<file path="config.mk">
export PLATFORM = sky130hd
export DESIGN_NAME = encap_tunnel_lookup_ctrl
export DESIGN_NICKNAME = d
export VERILOG_FILES = /design/src/rtl/encap_tunnel_lookup_ctrl.sv
export SDC_FILE = /design/constraint.sdc
export NUM_CORES = 1
export LEC_CHECK = 0
export CAP_MARGIN = 15
export CORE_AREA = 4 4 360 362
export DETAILED_ROUTE_END_ITERATION = 12
export DIE_AREA = 0 0 364 366
export GPL_ROUTABILITY_DRIVEN = 0
export PLACE_DENSITY = 0.42
export SLEW_MARGIN = 30
export SYNTH_ARGS = -nofsm -noshare
export SYNTH_HDL_FRONTEND = slang
export SYNTH_SLANG_ARGS = --single-unit
</file>
<file path="constraint.sdc">
create_clock -name clk -period 47.5 [get_ports clk]
set_input_delay 7.125 -clock clk [delete_from_list [all_inputs] [get_ports clk]]
set_output_delay 7.125 -clock clk [all_outputs]
set_load 0.02 [all_outputs]
</file>
<file path="src/rtl/encap_tunnel_lookup_ctrl.sv">
// Tunnel lookup sequencer: parallel bucket read from two hash tables, key compare, value fetch, tagged response.
// Optional statistics counters are enabled with `define ENCAP_TUNNEL_LOOKUP_STATS_EN.
module encap_tunnel_lookup_ctrl #(
    parameter int DEPTH_NBITS       = 10,
    parameter int BUCKET_NBITS      = 64,
    parameter int KEY_NBITS         = 32,
    parameter int VALUE_DEPTH_NBITS = 10,
    parameter int VALUE_NBITS       = 352,
    parameter int ID_NBITS          = 4
) (
    input  logic                         clk,
    input  logic                         rst,
    input  logic                         lkup_req,
    output logic                         lkup_ready,
    input  logic [KEY_NBITS-1:0]         lkup_key,
    input  logic [DEPTH_NBITS-1:0]       lkup_hash0,
    input  logic [DEPTH_NBITS-1:0]       lkup_hash1,
    input  logic [ID_NBITS-1:0]          lkup_id,
    output logic                         tunnel_hash_table0_rd,
    output logic [DEPTH_NBITS-1:0]       tunnel_hash_table0_raddr,
    input  logic                         tunnel_hash_table0_ack,
    input  logic [BUCKET_NBITS-1:0]      tunnel_hash_table0_rdata,
    output logic                         tunnel_hash_table1_rd,
    output logic [DEPTH_NBITS-1:0]       tunnel_hash_table1_raddr,
    input  logic                         tunnel_hash_table1_ack,
    input  logic [BUCKET_NBITS-1:0]      tunnel_hash_table1_rdata,
    output logic                         tunnel_value_rd,
    output logic [VALUE_DEPTH_NBITS-1:0] tunnel_value_raddr,
    input  logic                         tunnel_value_ack,
    input  logic [VALUE_NBITS-1:0]       tunnel_value_rdata,
    output logic                         rsp_valid,
    input  logic                         rsp_ready,
    output logic                         rsp_hit,
    output logic                         rsp_dup,
    output logic [ID_NBITS-1:0]          rsp_id,
    output logic [VALUE_NBITS-1:0]       rsp_value
`ifdef ENCAP_TUNNEL_LOOKUP_STATS_EN
    ,
    input  logic                         stat_clr,
    output logic [31:0]                  stat_hit_cnt,
    output logic [31:0]                  stat_miss_cnt,
    output logic [31:0]                  stat_dup_cnt
`endif
);

    localparam int VALID_BIT = KEY_NBITS + VALUE_DEPTH_NBITS;

    typedef enum logic [2:0] {IDLE, HT_RD, HT_WAIT, CMP, VAL_RD, VAL_WAIT, RSP} state_t;

    state_t state_reg, state_next;

    logic [KEY_NBITS-1:0]         key_reg;
    logic [DEPTH_NBITS-1:0]       hash0_reg, hash1_reg;
    logic [ID_NBITS-1:0]          id_reg;
    logic                         hit_reg, dup_reg;
    logic [VALUE_DEPTH_NBITS-1:0] vptr_reg;
    logic [VALUE_NBITS-1:0]       value_reg;

    logic [1:0]                          ht_ack;
    logic [1:0][VALID_BIT:0]             ht_rdata;
    logic [1:0]                          got, hit;
    logic [1:0][VALUE_DEPTH_NBITS-1:0]   vptr;

    assign ht_ack      = {tunnel_hash_table1_ack, tunnel_hash_table0_ack};
    assign ht_rdata[0] = tunnel_hash_table0_rdata[VALID_BIT:0];
    assign ht_rdata[1] = tunnel_hash_table1_rdata[VALID_BIT:0];

    // Per-table capture: only the first ack in HT_WAIT is kept; stray acks elsewhere are ignored.
    genvar gi;
    generate
        for (gi = 0; gi < 2; gi++) begin : g_table
            logic [VALID_BIT:0] bucket_reg;
            logic               got_reg;

            always_ff @(posedge clk or posedge rst) begin
                if (rst) begin
                    bucket_reg <= '0;
                    got_reg    <= 1'b0;
                end else if (state_reg == HT_RD) begin
                    got_reg <= 1'b0;
                end else if (state_reg == HT_WAIT && ht_ack[gi] && !got_reg) begin
                    bucket_reg <= ht_rdata[gi];
                    got_reg    <= 1'b1;
                end
            end

            assign got[gi]  = got_reg;
            assign hit[gi]  = bucket_reg[VALID_BIT] &&
                              (bucket_reg[VALID_BIT-1:VALUE_DEPTH_NBITS] == key_reg);
            assign vptr[gi] = bucket_reg[VALUE_DEPTH_NBITS-1:0];
        end
    endgenerate

    always_ff @(posedge clk or posedge rst) begin
        if (rst) state_reg <= IDLE;
        else     state_reg <= state_next;
    end

    always_comb begin
        state_next            = state_reg;
        lkup_ready            = 1'b0;
        tunnel_hash_table0_rd = 1'b0;
        tunnel_hash_table1_rd = 1'b0;
        tunnel_value_rd       = 1'b0;
        rsp_valid             = 1'b0;
        case (state_reg)
            IDLE: begin
                lkup_ready = 1'b1;
                if (lkup_req) state_next = HT_RD;
            end
            HT_RD: begin
                tunnel_hash_table0_rd = 1'b1;
                tunnel_hash_table1_rd = 1'b1;
                state_next            = HT_WAIT;
            end
            HT_WAIT: if (&got) state_next = CMP;
            CMP:     state_next = (|hit) ? VAL_RD : RSP;
            VAL_RD: begin
                tunnel_value_rd = 1'b1;
                state_next      = VAL_WAIT;
            end
            VAL_WAIT: if (tunnel_value_ack) state_next = RSP;
            RSP: begin
                rsp_valid = 1'b1;
                if (rsp_ready) state_next = IDLE;
            end
            default: state_next = IDLE;
        endcase
    end

    always_ff @(posedge clk or posedge rst) begin
        if (rst) begin
            key_reg   <= '0;
            hash0_reg <= '0;
            hash1_reg <= '0;
            id_reg    <= '0;
            hit_reg   <= 1'b0;
            dup_reg   <= 1'b0;
            vptr_reg  <= '0;
            value_reg <= '0;
        end else begin
            if (state_reg == IDLE && lkup_req) begin
                key_reg   <= lkup_key;
                hash0_reg <= lkup_hash0;
                hash1_reg <= lkup_hash1;
                id_reg    <= lkup_id;
            end
            // Table 0 takes priority on a double hit.
            if (state_reg == CMP) begin
                hit_reg  <= |hit;
                dup_reg  <= &hit;
                vptr_reg <= hit[0] ? vptr[0] : vptr[1];
                if (!(|hit)) value_reg <= '0;
            end
            if (state_reg == VAL_WAIT && tunnel_value_ack) value_reg <= tunnel_value_rdata;
        end
    end

    assign tunnel_hash_table0_raddr = hash0_reg;
    assign tunnel_hash_table1_raddr = hash1_reg;
    assign tunnel_value_raddr       = vptr_reg;
    assign rsp_hit                  = hit_reg;
    assign rsp_dup                  = dup_reg;
    assign rsp_id                   = id_reg;
    assign rsp_value                = value_reg;

`ifdef ENCAP_TUNNEL_LOOKUP_STATS_EN
    logic        rsp_fire;
    logic [31:0] hit_cnt_reg, miss_cnt_reg, dup_cnt_reg;

    assign rsp_fire = rsp_valid && rsp_ready;

    always_ff @(posedge clk or posedge rst) begin
        if (rst || stat_clr) begin
            hit_cnt_reg  <= '0;
            miss_cnt_reg <= '0;
            dup_cnt_reg  <= '0;
        end else if (rsp_fire) begin
            if (hit_reg && hit_cnt_reg != 32'hFFFF_FFFF)   hit_cnt_reg  <= hit_cnt_reg + 32'd1;
            if (!hit_reg && miss_cnt_reg != 32'hFFFF_FFFF) miss_cnt_reg <= miss_cnt_reg + 32'd1;
            if (dup_reg && dup_cnt_reg != 32'hFFFF_FFFF)   dup_cnt_reg  <= dup_cnt_reg + 32'd1;
        end
    end

    assign stat_hit_cnt  = hit_cnt_reg;
    assign stat_miss_cnt = miss_cnt_reg;
    assign stat_dup_cnt  = dup_cnt_reg;
`endif

endmodule
</file>
==> Implementation_results.wiki, run 1 <==
{| class="wikitable"
! Metric !! Value
|-
| Outcome || complete, no violations
|-
| Number of global-route vias before repair || roughly 18000
|-
| TritonCTS clock tree || built
|-
| Max Clock Skew || 0.02319 ns
|-
| Max-cap check violation count || 0
|-
| Worst slack, placed || between 30 and 40 ns
|-
| Synthesis-stage register bit count || between 500 and 600
|-
| Sequential share of power || 35.1%
|-
| Endpoint class of the critical path || flop
|-
| Clock latency reported for the late side of the worst-skew pair || roughly 0.65 ns
|-
| Number of buffers inserted during clock tree synthesis || 67
|-
| Synth Flop Type || dfrtp_1
|-
| Area post-placement || about 0.031 mm^2
|-
| Clk pwr share || 25.9%
|-
| Critical path data required time || approximately 48 ns
|-
| Final Cycle Share || about 22%
|-
| DRC violation count after routing || 0
|-
| Leakage power || 13.59 nW
|-
| Wirelength, routed || 93740 um
|-
| Distinct cell type count after synthesis || 33
|-
| Share of synthesized registers carrying an async set or reset || 100.0%
|-
| Die width || ~360 um
|-
| Placed wire-length estimate || 68240 um
|-
| Final net count || ~3400
|-
| Die height || 366 um
|-
| Input/output buffers || around 890
|-
| Classification of the worst-slack hold path || reg -> reg
|-
| Setup slack after layout || between 30 and 40 ns
|-
| Average wire per cell in the routed design || a little over 20 um
|-
| Count of boundary I/O pins || roughly 940
|-
| Total net switching power || about 0.75 mW
|-
| Final core utilization || approximately a quarter
|-
| Global-route usage over all layers || 13.70%
|-
| Number of vias per cell || ~3.8
|-
| Cts hold-fix bufs || 0
|-
| Clock sink total || between 500 and 600
|-
| Worst setup slack for register-to-register paths || about 42 ns
|-
| Initial cell density of the core || between 10% and 20%
|-
| Cell types occupying the most area after synthesis || dfrtp_1 (62%), nand2_1 (13%), mux2_2 (7.7%), o21ai_0 (7.5%), clkbuf_1 (2.3%)
|-
| Maximum clock insertion buffer count || 3
|-
| Gate power share || 39.1%
|-
| Count of warnings emitted by yosys || 0
|-
| Max Freq || 0.09683 GHz
|-
| Critical path class || in -> reg
|-
| Count of endpoints failing setup in the final report || 0
|-
| Clock root buffer master || clkbuf_16
|-
| First-pass iteration count of the detailed router || 5
|-
| Met3 global-route usage || under 10%
|-
| Iter 0 DRT Violations || 923
|-
| CTS clock-pin slew for the worst setup and hold paths || around 0.07 ns
|-
| Post-synthesis cell type with the largest combined area || dfrtp_1
|-
| Met2 Track Usage GR || 23.42%
|-
| Worst Setup Start Kind || primary input
|-
| Origin of the critical flop-to-flop path || key_reg[8]
|-
| Origin of the worst setup path || tunnel_value_ack
|-
| Endpoints failing hold || 0
|-
| R2r worst-path depth || 9
|-
| Final Slew Violations || 0
|-
| Data arrival, critical path || about 11 ns
|-
| Average cell area after synthesis || roughly 10 um^2
|-
| Layout cell share with drive strength beyond 1 || 11.28%
|-
| Area inside the core boundary || ~0.13 mm^2
|-
| Final critical-path required period || about 10 ns
|-
| Global-route wire length before repair || about 130000 um
|-
| RSZ-0062 raised after global routing || no
|-
| Maximum number of pins on one net before global-route repair || around 180
|-
| Buffers inserted by post-CTS timing repair || 0
|-
| Total gr overflow || 0
|-
| Crit Reg-Reg Endpoint || rsp_value[346]
|-
| Flip-flop count of the largest register after layout || 352
|-
| Final Instance Area || between 0.03 and 0.04 mm^2
|-
| P&R area growth vs syn || 62.90%
|-
| Antenna violation net count after detailed routing || 0
|-
| Maximum net fanout on the critical path || 84
|-
| Cells resized by post-CTS repair || 0
|-
| Worst hold-check slack || approximately 0.48 ns
|-
| Total die area || about 0.13 mm^2
|-
| Syn Inst Count || between 2000 and 2500
|-
| H-tree depth reported by CTS || 3
|-
| Seq/Total Area, Yosys || between 60% and 70%
|-
| Setup TNS || 0 ns
|-
| Peak-usage layer in the global routing report || met2
|-
| Top cell types by occurrence after synthesis || nand2_1 (718), dfrtp_1 (511), o21ai_0 (308)
|-
| Cell area power density || 60.22 mW/mm^2
|-
| Syn Nets || ~2500
|-
| Number of antenna violations at the first check in global routing || 26
|-
| Slew margin rel. || around 28%
|-
| Mapped Area || 0.02067 mm^2
|-
| Worst vdd ir || 0.03347 mV
|-
| Cell Rows || around 130
|-
| Fraction of synthesized cell area taken by the top area cell type || 61.86%
|-
| Slew of the pin with the lowest slew margin || between 1 and 1.5 ns
|-
| Number of enable flip-flop cells after synthesis || 0
|-
| Most used standard cell by instance count after synthesis || nand2_1
|-
| Switching Fraction || a little under two fifths
|-
| Worst setup endpoint || rsp_value[133]
|-
| Met1 global-route usage || between 15 and 20%
|-
| Via count || approximately 18000
|-
| Internal power contribution || 1.281 mW
|}
worst min-delay path by stage:
| stage | cells past startpoint | to | start | slack, ns |
|---|---|---|---|---|
| 6_report | 2 | tunnel_value_raddr[9] | tunnel_value_raddr[9] | 0.48 |
| 5_1_grt | 2 | tunnel_value_raddr[5] | tunnel_value_raddr[5] | 0.51 |
| 4_1_cts | 2 | rsp_dup | rsp_dup | 0.49 |
| 3_5_place_dp | 2 | tunnel_value_raddr[3] | tunnel_value_raddr[3] | 0.47 |
| 3_3_place_gp | 2 | tunnel_value_raddr[6] | tunnel_value_raddr[6] | 0.46 |
| 2_1_floorplan | 1 | g_table[1].bucket_reg[42] | g_table[1].bucket_reg[42] | 0.47 |
metrics by stage:
stage	total power, mW	std cells
5_1_grt	2.161	4569
4_1_cts	2.074	4560
2_1_floorplan	1.106	2003
3_5_place_dp	1.528	4442
3_3_place_gp	1.524	4441
6_report	2.028	4574
per-layer routing:
| metal | share of wire [%] | vias up |
|---|---|---|
| met5 | 0 | - |
| met4 | 2.1 | 0 |
| met3 | 10 | 108 |
| met2 | 50 | 641 |
| met1 | 38 | 8506 |
| li1 | - | 8313 |
worst max-delay path, stage by stage:
cell and delay [ns]:
clkdlybuf4s50_1 0.55, and3_4 0.42, buf_4 0.63, buf_4 0.70, buf_4 0.82, nand2_1 0.34, o21ai_0 0.16
power by group through the flow:
stage	registers [mW]	logic [mW]	clock network, mW
after floorplan	0.841	0.265	0
after global placement	0.716	0.807	0
after detailed placement	0.720	0.807	0
after CTS	0.715	0.810	0.549
after global routing	0.737	0.859	0.566
final	0.711	0.792	0.524
area by class of cell:
type                            instances  area [um^2]
Multi-Input combinational cell       1350         7321
Timing Repair Buffer                  916         9166
Clock buffer                           99         1998
Sequential cell                       511        12790
Clock inverter                         19        261.5
Antenna cell                           14        35.03
Inverter                                3        23.77
Fill cell                           13520        93030
Tap cell                             1662         2079
placed cells by master, fill, tap and decap left out, drive strengths merged, types with 2 or more instances in the layout:
cell,n
clkinv,13
nor3,4
dfrtp,511
nand4,7
a31oi,2
o21ai,367
bufinv,3
nand2,718
and3,2
inv,5
nor2,7
xnor2,29
mux2,142
clkbuf,99
nor4b,2
buf,23
nor4,9
a21oi,2
xor2,35
nand3,6
mux2i,10
clkdlybuf4s50,893
diode,14
kinds of logic (layout without fill, tap and decap cells):
kind of cell / after synthesis / after routing / synth area share (%)
flip-flops: 511 / 511 / 61.86
multiplexers: 152 / 152 / 8.220
AO/OA/AOI/OAI: 374 / 374 / 10.02
XOR/XNOR: 64 / 64 / 2.712
other: 0 / 14 / 0
AND/OR/NAND/NOR: 760 / 760 / 14.27
buffers and inverters: 142 / 1037 / 2.918
(Power assumes the default switching activity.)
==> run 2: changes to the inputs <==
--- a/config.mk
+++ b/config.mk
@@ -6,11 +6,11 @@
 export NUM_CORES = 1
 export LEC_CHECK = 0
 export CAP_MARGIN = 15
-export CORE_AREA = 4 4 360 362
+export CORE_AREA = 4 4 358 360
 export DETAILED_ROUTE_END_ITERATION = 12
-export DIE_AREA = 0 0 364 366
+export DIE_AREA = 0 0 362 364
 export GPL_ROUTABILITY_DRIVEN = 0
-export PLACE_DENSITY = 0.42
+export PLACE_DENSITY = 0.43
 export SLEW_MARGIN = 30
 export SYNTH_ARGS = -nofsm -noshare
 export SYNTH_HDL_FRONTEND = slang
==> constraint.sdc (replaced) <==
create_clock -name clk -period 9.4 [get_ports clk]
set_input_delay 1.41 -clock clk [delete_from_list [all_inputs] [get_ports clk]]
set_output_delay 1.41 -clock clk [all_outputs]
set_load 0.02 [all_outputs]
==> Implementation_results.wiki, run 2 (synthesized netlist as in run 1, its figures left out) <==
{| class="wikitable"
! Metric !! Value
|-
| Count of endpoints failing setup in the final report || 0 (unchanged)
|-
| Maximum number of pins on one net before global-route repair || 179 (was 181)
|-
| Average wire per cell in the routed design || 20.03 um (was 20.49 um)
|-
| First-pass iteration count of the detailed router || 4 (was 5)
|-
| Final Instance Area || 0.03375 mm^2 (was 0.03367 mm^2)
|-
| Total die area || 0.1318 mm^2 (was 0.1332 mm^2)
|-
| Cts hold-fix bufs || 0 (unchanged)
|-
| Worst Setup Start Kind || flop (was primary input)
|-
| Gate power share || 38.9% (was 39.1%)
|-
| Worst vdd ir || 0.1480 mV (was 0.03347 mV)
|-
| Sequential share of power || 34.9% (was 35.1%)
|-
| Iter 0 DRT Violations || 884 (was 923)
|-
| Cells resized by post-CTS repair || 0 (unchanged)
|-
| Cell area power density || 305.0 mW/mm^2 (was 60.22 mW/mm^2)
|-
| CTS clock-pin slew for the worst setup and hold paths || 0.06 ns (was 0.07 ns)
|-
| Flip-flop count of the largest register after layout || 352 (unchanged)
|-
| Critical path data required time || 9.86 ns (was 48.05 ns)
|-
| Final critical-path required period || 4.147 ns
|-
| Placed wire-length estimate || 65160 um (was 68240 um)
|-
| Clk pwr share || 26.3% (was 25.9%)
|-
| Cell count after placement || 4430 (was 4442)
|-
| DRC violation count after routing || 0 (unchanged)
|-
| Outcome || complete, no violations (unchanged)
|-
| Final net count || 3397 (was 3392)
|-
| Clock sink total || 511 (unchanged)
|-
| Antenna violation net count after detailed routing || 0 (unchanged)
|-
| Final non-filler cell total || 4559 (was 4574)
|-
| Slew of the pin with the lowest slew margin || 1.036 ns (was 1.080 ns)
|-
| Setup TNS || 0 ns (unchanged)
|-
| Endpoints failing hold || 0 (unchanged)
|-
| Fill cell count || 13440 (was 13520)
|-
| Via count || 17570 (about the same)
|-
| Final Cycle Share || between 40 and 50%
|-
| Final Slew Violations || 0 (unchanged)
|-
| Wirelength, routed || 91330 um (was 93740 um)
|-
| Endpoint class of the critical path || flop (unchanged)
|-
| Die width || 362 um (was 364 um)
|-
| Switching Fraction || 36.23% (was 36.83%)
|-
| Commonest non-fill, non-tap cell in the layout || clkdlybuf4s50_1 (unchanged)
|-
| Number of vias per cell || 3.854 (was 3.841)
|-
| Maximum clock insertion buffer count || 3 (unchanged)
|-
| Data arrival, critical path || 4.61 ns (was 10.88 ns)
|-
| Internal power contribution || 6.566 mW (was 1.281 mW)
|-
| Total gr overflow || 0 (unchanged)
|-
| Number of antenna violations at the first check in global routing || 20 (was 26)
|-
| Buffers inserted by post-CTS timing repair || 0 (unchanged)
|-
| Die height || 364 um (was 366 um)
|-
| Global-route usage over all layers || 13.34% (was 13.70%)
|-
| Slew margin rel. || 30.92% (was 28.02%)
|-
| Clock latency reported for the late side of the worst-skew pair || 0.63 ns (was 0.65 ns)
|-
| Cell Rows || 130 (was 131)
|-
| PnR Total Power || 10.30 mW (was 2.028 mW)
|-
| Count of boundary I/O pins || 936 (unchanged)
|-
| Critical path class || reg -> reg (was in -> reg)
|-
| Classification of the worst-slack hold path || reg -> reg (unchanged)
|-
| Max Freq || around 0.24 GHz
|-
| Total net switching power || 3.730 mW (was 0.7467 mW)
|-
| Area post-placement || 0.03137 mm^2 (was 0.03136 mm^2)
|-
| Global-route wire length before repair || 130800 um (was 134200 um)
|-
| TritonCTS clock tree || built (unchanged)
|-
| Input/output buffers || 893 (unchanged)
|-
| Number of global-route vias before repair || 18540 (was 18400)
|-
| Maximum net fanout on the critical path || 75 (was 84)
|-
| Area inside the core boundary || 0.1251 mm^2 (was 0.1267 mm^2)
|-
| H-tree depth reported by CTS || 3 (unchanged)
|-
| P&R area growth vs syn || 63.28% (was 62.90%)
|-
| Max-cap check violation count || 0 (unchanged)
|-
| Commonest cells after routing, fill and taps aside || clkdlybuf4s50_1 (893), nand2_1 (718), dfrtp_1 (511), o21ai_0 (308), mux2_2 (142) (unchanged)
|-
| Layout cell share with drive strength beyond 1 || 11.31% (was 11.28%)
|-
| Initial cell density of the core || 16.53% (was 16.31%)
|-
| Number of buffers inserted during clock tree synthesis || 70 (was 67)
|-
| Max Clock Skew || 0.02104 ns (was 0.02319 ns)
|-
| Leakage power || 13.64 nW (was 13.59 nW)
|-
| Clock root buffer master || clkbuf_16 (unchanged)
|-
| RSZ-0062 raised after global routing || no (unchanged)
|}
run 2: cell count changes in the layout (fill, tap and decap cells not counted), sizes merged:
cell	previous run	this run
diode	14	9
clkinv	13	8
bufinv	3	4
clkinvlp	1	3
inv	5	3
buf	23	25
clkbuf	99	103
run 2: area by class of cell:
cell class / count / area, um^2 / share of cell area, %
inverters: 3 / 15.01 / 0.04448
clock inverters: 15 / 206.4 / 0.6117
well taps: 1650 / 2064 / 6.117
clock buffers: 103 / 2100 / 6.220
flip-flops and latches: 511 / 12790 / 37.89
multi-input cells: 1350 / 7321 / 21.69
repair buffers: 918 / 9236 / 27.37
diodes: 9 / 22.52 / 0.06673
run 2: path summary, 6_finish.rpt:
| check | startpoint | to | slack [ns] | cells past startpoint |
|---|---|---|---|---|
| min in group asynchronous | rst | rsp_value[161] | 1.17 | 2 |
| worst min register to register | tunnel_value_raddr[5] | tunnel_value_raddr[5] | 0.48 | 2 |
| worst max register to register | key_reg[18] | rsp_value[169] | 5.25 | 8 |
| max in group asynchronous | rst | rsp_value[298] | 6.44 | 4 |
| worst min-delay path | tunnel_value_raddr[5] | tunnel_value_raddr[5] | 0.48 | 2 |
| worst max-delay path | key_reg[18] | rsp_value[169] | 5.25 | 8 |
run 2: through the flow:
stage	setup slack [ns]	util (%)	hold slack, ns
after floorplan	1.052	-	0.4722
after global placement	4.725	25.06	0.4597
after detailed placement	4.784	25.08	0.4708
after CTS	4.746	26.92	0.4827
after global routing	4.832	26.98	0.4913
final	5.253	26.98	0.4765
run 2: power by group through the flow:
| stage | clock [mW] | combinational (mW) | sequential [mW] |
|---|---|---|---|
| 6_report | 2.70 | 4.00 | 3.59 |
| 5_1_grt | 2.91 | 4.33 | 3.72 |
| 4_1_cts | 2.82 | 4.08 | 3.61 |
| 3_5_place_dp | 0 | 4.07 | 3.64 |
| 3_3_place_gp | 0 | 4.06 | 3.62 |
| 2_1_floorplan | 0 | 1.34 | 4.25 |
run 2: layer usage:
layer	wire [um]	GRT usage, %	share of wire (%)	vias to the layer above
met2	46400	23.10	51	618
met5	63	0	0.069	-
li1	-	-	-	8294
met1	34690	14.97	38	8532
met3	8621	5.821	9.4	116
met4	1544	3.584	1.7	10
run 2: critical path: stages (launching register included):
cell and delay (ns):
dfrtp_1 0.42, xor2_1 0.28, nor4_1 0.11, nand3_1 0.12
or3_1 0.63, and3b_4 0.72, buf_4 0.70, buf_6 0.63
o21ai_0 0.25
